===== src/rtl/vga_scanout.sv =====
// 640x480@60 VGA scan-out: free-running counters, half-resolution x/y for the drawer,
// and sync/blank/colour delay-aligned to the drawer's pixel_data. VGA_TEST_PATTERN_EN adds colour bars.
module vga_scanout #(
  parameter int unsigned H_ACTIVE      = 640,
  parameter int unsigned H_FP          = 16,
  parameter int unsigned H_SYNC        = 96,
  parameter int unsigned H_BP          = 48,
  parameter int unsigned V_ACTIVE      = 480,
  parameter int unsigned V_FP          = 10,
  parameter int unsigned V_SYNC        = 2,
  parameter int unsigned V_BP          = 33,
  parameter int unsigned PIXEL_LATENCY = 2
) (
  input  logic        clk,
  input  logic        rst,
  input  logic [15:0] pixel_data,
  input  logic        test_mode,
  output logic [8:0]  x,
  output logic [8:0]  y,
  output logic        frame_start,
  output logic        vga_hs,
  output logic        vga_vs,
  output logic        vga_de,
  output logic [4:0]  vga_r,
  output logic [5:0]  vga_g,
  output logic [4:0]  vga_b
);

  localparam logic [9:0] H_LAST = 10'(H_ACTIVE + H_FP + H_SYNC + H_BP - 1);
  localparam logic [9:0] V_LAST = 10'(V_ACTIVE + V_FP + V_SYNC + V_BP - 1);
  localparam logic [9:0] H_ACT  = 10'(H_ACTIVE);
  localparam logic [9:0] V_ACT  = 10'(V_ACTIVE);
  localparam logic [9:0] HS_BEG = 10'(H_ACTIVE + H_FP);
  localparam logic [9:0] HS_END = 10'(H_ACTIVE + H_FP + H_SYNC);
  localparam logic [9:0] VS_BEG = 10'(V_ACTIVE + V_FP);
  localparam logic [9:0] VS_END = 10'(V_ACTIVE + V_FP + V_SYNC);

  typedef enum logic {PH_START, PH_RUN} phase_e;

  phase_e phase_q, phase_d;
  logic [9:0] hcnt_q, hcnt_d, vcnt_q, vcnt_d;
  logic [8:0] x_q, x_d, y_q, y_d;
  logic       fs_q, fs_d;
  logic [PIXEL_LATENCY-1:0] de_pipe_q, de_pipe_d;
  logic [PIXEL_LATENCY-1:0] hs_pipe_q, hs_pipe_d;
  logic [PIXEL_LATENCY-1:0] vs_pipe_q, vs_pipe_d;
  logic       de_out_q, de_out_d, hs_out_q, hs_out_d, vs_out_q, vs_out_d;
  logic [15:0] rgb_q, rgb_d;
  logic [15:0] src;
  logic       running, active_raw, hs_raw, vs_raw;

`ifdef VGA_TEST_PATTERN_EN
  logic [3*PIXEL_LATENCY-1:0] bar_pipe_q, bar_pipe_d;
`else
  logic unused_test_mode;
  assign unused_test_mode = test_mode;
`endif

  // The first clock after reset holds (0,0) so that frame_start can be a registered
  // pulse aligned with x/y; raw timing is masked in that clock.
  always_comb begin
    running  = (phase_q == PH_RUN);
    phase_d  = PH_RUN;
    hcnt_d   = hcnt_q;
    vcnt_d   = vcnt_q;
    if (running) begin
      if (hcnt_q == H_LAST) begin
        hcnt_d = '0;
        vcnt_d = (vcnt_q == V_LAST) ? '0 : vcnt_q + 10'd1;
      end else begin
        hcnt_d = hcnt_q + 10'd1;
      end
    end
    x_d  = hcnt_d[9:1];
    y_d  = vcnt_d[9:1];
    fs_d = (hcnt_d == '0) && (vcnt_d == '0);

    active_raw = running && (hcnt_q < H_ACT) && (vcnt_q < V_ACT);
    hs_raw     = !(running && (hcnt_q >= HS_BEG) && (hcnt_q < HS_END));
    vs_raw     = !(running && (vcnt_q >= VS_BEG) && (vcnt_q < VS_END));

    de_pipe_d = PIXEL_LATENCY'({de_pipe_q, active_raw});
    hs_pipe_d = PIXEL_LATENCY'({hs_pipe_q, hs_raw});
    vs_pipe_d = PIXEL_LATENCY'({vs_pipe_q, vs_raw});

    src = pixel_data;
`ifdef VGA_TEST_PATTERN_EN
    bar_pipe_d = (3 * PIXEL_LATENCY)'({bar_pipe_q, hcnt_q[9:7]});
    if (test_mode) begin
      unique case (bar_pipe_q[3*PIXEL_LATENCY-1 -: 3])
        3'd0: src = 16'hFFFF;
        3'd1: src = 16'hFFE0;
        3'd2: src = 16'h07FF;
        3'd3: src = 16'h07E0;
        3'd4: src = 16'hF81F;
        3'd5: src = 16'hF800;
        3'd6: src = 16'h001F;
        3'd7: src = 16'h0000;
      endcase
    end
`endif

    de_out_d = de_pipe_q[PIXEL_LATENCY-1];
    hs_out_d = hs_pipe_q[PIXEL_LATENCY-1];
    vs_out_d = vs_pipe_q[PIXEL_LATENCY-1];
    rgb_d    = de_pipe_q[PIXEL_LATENCY-1] ? src : '0;
  end

  always_ff @(posedge clk) begin
    if (rst) begin
      phase_q   <= PH_START;
      hcnt_q    <= '0;
      vcnt_q    <= '0;
      x_q       <= '0;
      y_q       <= '0;
      fs_q      <= 1'b0;
      de_pipe_q <= '0;
      hs_pipe_q <= '1;
      vs_pipe_q <= '1;
      de_out_q  <= 1'b0;
      hs_out_q  <= 1'b1;
      vs_out_q  <= 1'b1;
      rgb_q     <= '0;
`ifdef VGA_TEST_PATTERN_EN
      bar_pipe_q <= '0;
`endif
    end else begin
      phase_q   <= phase_d;
      hcnt_q    <= hcnt_d;
      vcnt_q    <= vcnt_d;
      x_q       <= x_d;
      y_q       <= y_d;
      fs_q      <= fs_d;
      de_pipe_q <= de_pipe_d;
      hs_pipe_q <= hs_pipe_d;
      vs_pipe_q <= vs_pipe_d;
      de_out_q  <= de_out_d;
      hs_out_q  <= hs_out_d;
      vs_out_q  <= vs_out_d;
      rgb_q     <= rgb_d;
`ifdef VGA_TEST_PATTERN_EN
      bar_pipe_q <= bar_pipe_d;
`endif
    end
  end

  assign x           = x_q;
  assign y           = y_q;
  assign frame_start = fs_q;
  assign vga_hs      = hs_out_q;
  assign vga_vs      = vs_out_q;
  assign vga_de      = de_out_q;
  assign vga_r       = rgb_q[15:11];
  assign vga_g       = rgb_q[10:5];
  assign vga_b       = rgb_q[4:0];

endmodule


===== config.mk =====
export PLATFORM = sky130hd
export DESIGN_NAME = vga_scanout
export DESIGN_NICKNAME = d
export VERILOG_FILES = /design/src/rtl/vga_scanout.sv
export SDC_FILE = /design/constraint.sdc
export NUM_CORES = 1
export LEC_CHECK = 0
export CAP_MARGIN = 20
export CORE_ASPECT_RATIO = 1.1
export CORE_MARGIN = 4
export CORE_UTILIZATION = 52
export CTS_CLUSTER_SIZE = 20
export DETAILED_ROUTE_END_ITERATION = 7
export GPL_TIMING_DRIVEN = 0
export PLACE_DENSITY = 0.85
export SETUP_SLACK_MARGIN = 0.3
export SLEW_MARGIN = 5
export SYNTH_ARGS = -nofsm -noshare
export SYNTH_HDL_FRONTEND = slang
export SYNTH_SLANG_ARGS = --single-unit

===== constraint.sdc =====
create_clock -name clk -period 5.4 [get_ports clk]
set_input_delay 1.08 -clock clk [delete_from_list [all_inputs] [get_ports clk]]
set_output_delay 1.08 -clock clk [all_outputs]
set_load 0.05 [all_outputs]

==> summary.md <==
| Metric | Value |
|---|---|
| Via/cell ratio | 5.22 |
| Period Utilization, post-route | 0.539 |
| Final weighted congestion in routability-driven placement | 0.929 |
| RSZ-0062 raised after global routing | no |
| ANT cells | 0 |
| Post-CTS resize count | 0 |
| Yosys reg bits | 47 |
| Drt first pass iters | 4 |
| Worst-path fanout max | 8 |
| Final Hold Fails | 0 |
| Hold Crit Start | vs_pipe_q[1] |
| Area Overhead vs Synth | 33.9% |
| Most common cell in the netlist | dfxtp_1 |
| Placed cell area | 2750 um2 |
| Drt initial violations | 120 |
| Peak supply drop | 0.000131 V |
| Post-CTS Hold Buffers | 0 |
| Total setup buffers inserted after CTS | 0 |
| Synthesis Warnings | 0 |
| Post-DRT Antenna Nets | 0 |
| LEAKAGE | 1.09 nW |
| Worst-path clk slew | 0.08 ns |
| Top-area cell type share of the netlist area | 0.440 |
| Synth Net Count | 260 |
| Tmin final | 2.91 ns |
| Top cells by area, synth | dfxtp_1 (44%), buf_4 (6.3%), and2_1 (5.0%) |
| Setup TNS | 0 ns |
| Run status | finished clean |
| Yosys top cell by area | dfxtp_1 |
| Slew Limit Fails | 0 |
| Worst Setup SP | vcnt_q[6] |
| DRC viols | 0 |
| Total Routing Usage GR | 0.187 |
| H-tree depth | 2 |
| Synth cell count leaders | dfxtp_1 (47), nor2_1 (19), buf_4 (18), and2_1 (17), clkbuf_1 (12) |
| Crit path DAT | 1.83 ns |
| CP required | 4.32 ns |
| Synth Instances | 237 |
| Pwr Total | 0.638 mW |
| Detail Placement HPWL | 3.32 mm |
| IO Port Bufs | 55 |
| Via Count | 1,847 |
| Launching point of the worst reg2reg path | hcnt_q[0] |
| Reg2Reg Depth | 8 |
| CP cell instances | buf_4 -> clkdlybuf4s50_1 |
| Clock latency on the worst-skew pair | 0.30 ns |
| Layout fillers | 318 |
| Power density over the cells | 223 nW/um2 |
| Pin count of the biggest net entering global routing | 16 |
| FMAX | 343 MHz |
| Cell area after layout | 2860 um2 |
| First-pass GRT wire length | 7.58 mm |
| Rel. slew slack | 0.489 |
| CORE AREA | 3960 um2 |
| Slowest CP cell | clkdlybuf4s50_1 |
| Initial antenna violation count | 0 |
| Post-place setup slack | 2.64 ns |
| Sink Count | 47 |
| Post-Syn Area | 2140 um2 |
| Max_cap viols | 0 |
| TritonCTS buffer count | 5 |
| Fin worst setup slack | 2.49 ns |
| # IOs | 57 |
| Die X-Extent | 69.1 um |
| Post-Syn Area per Cell | 9.02 um2 |
| Die ar. | 5200 um2 |
| Nets@finish | 324 |
| Vias in the first global route | 1,624 |
| Crit end category | primary output |
| Placement Rows | 24 |
| CP Launch Type | flop |
| Post-Route Skew | 0.00783 ns |
| Layout Utilization | 0.722 |
| Largest stage delay, worst path | 0.79 ns |
| Synth Flop Type | dfxtp_1 |
| Register area share after synthesis | 0.440 |
| Hold crit path type | flop to flop |
| Clock tree buffer depth | 2 |
| Asr flop ratio synth | 0 |
| Initial Utilization | 0.539 |
| Measured slew at the worst slew-check pin | 0.760 ns |
| Yosys cell types | 46 |
| Setup-failing EPs final | 0 |
| WL/cell | 13.0 um |
| Root Buffer | clkbuf_8 |
| CTS tree | done |
| Die height | 75.3 um |
| Layout cells sized above 1 | 0.129 |
| EDFF count, synth | 0 |
| Final Routed Wirelength | 4.59 mm |
| Hold Path Cell Cnt | 1 |
| Critical path class | flop to primary output |
| Grt ovf | 0 |
==> metrics by stage <==
step	instances	hold WS [ns]
after floorplan	237	0.389
after global placement	344	0.391
after detailed placement	344	0.396
after CTS	352	0.421
after global routing	354	0.430
final	354	0.415
==> path summary, 6_finish.rpt <==
path	end	slack (ns)
worst max-delay path	y[5]	2.49
worst min-delay path	vga_vs	0.42
worst max register to register	frame_start	2.82
worst min register to register	vga_vs	0.42
==> final cells by class <==
type | count | area (um2) | area share
Multi-Input combinational cell | 153 | 988 | 0.345
Tap cell | 52 | 65.1 | 0.0227
Buffer | 32 | 190 | 0.0664
Timing Repair Buffer | 57 | 561 | 0.196
Clock buffer | 6 | 82.6 | 0.0288
Sequential cell | 47 | 941 | 0.329
Inverter | 5 | 18.8 | 0.00656
Clock inverter | 2 | 16.3 | 0.00568
==> report_power, final <==
part / internal, mW / switching [mW] / total (mW) / leakage (nW)
combinational: 0.0275 / 0.0298 / 0.0573 / 0.660
sequential: 0.352 / 0.00317 / 0.355 / 0.381
clock: 0.105 / 0.121 / 0.225 / 0.0474
total: 0.484 / 0.154 / 0.638 / 1.09
==> kinds of logic (layout without fill, tap and decap cells) <==
family,count (synthesis),count (layout),synth area share
flops,47,47,0.440
xor+xnor,15,15,0.0614
fa+ha+maj,4,4,0.0234
buf+inv,37,102,0.0977
mux,1,1,0.00527
compound gates,31,31,0.102
simple gates,102,102,0.270
==> sequential cells by signal, summed over array words and instances (netlist names) <==
name,flops
hcnt_q,10
rgb_q,16
frame_start,1
vga_hs,1
vcnt_q,10
de_pipe_q,2
vs_pipe_q,2
phase_q,1
hs_pipe_q,2
vga_vs,1
vga_de,1
==> per-layer routing <==
metal	share of wire	vias up	GRT usage
li1	-	922	-
met2	0.46	89	0.306
met1	0.44	825	0.231
met5	0	-	0
met3	0.084	11	0.0547
met4	0.021	0	0.0824
==> worst max-delay path: cells and delay by family, from the launching register on <==
kind,cells,cell delay [ns]
buffers and inverters,2,0.97
flip-flops,1,0.57
==> cells in the final DEF (no fill, tap or decap), types with 2 or more instances in the layout <==
cell              n
clkdlybuf4s50_1  55
dfxtp_1          47
nor2_1           19
buf_4            18
and2_1           17
clkbuf_1         12
nand2_1          11
a21oi_1          10
xnor2_1           8
nor3_1            8
xor2_1            7
nand3_1           7
clkbuf_8          6
inv_1             5
nand4_1           5
or2_2             5
o21ai_0           5
nor2b_1           5
and3_1            4
or3_1             4
nor4_1            4
ha_1              4
a31oi_1           3
buf_2             2
nand4b_1          2
and4_1            2
a22oi_1           2
clkbuf_2          2
(Power assumes the default switching activity.)
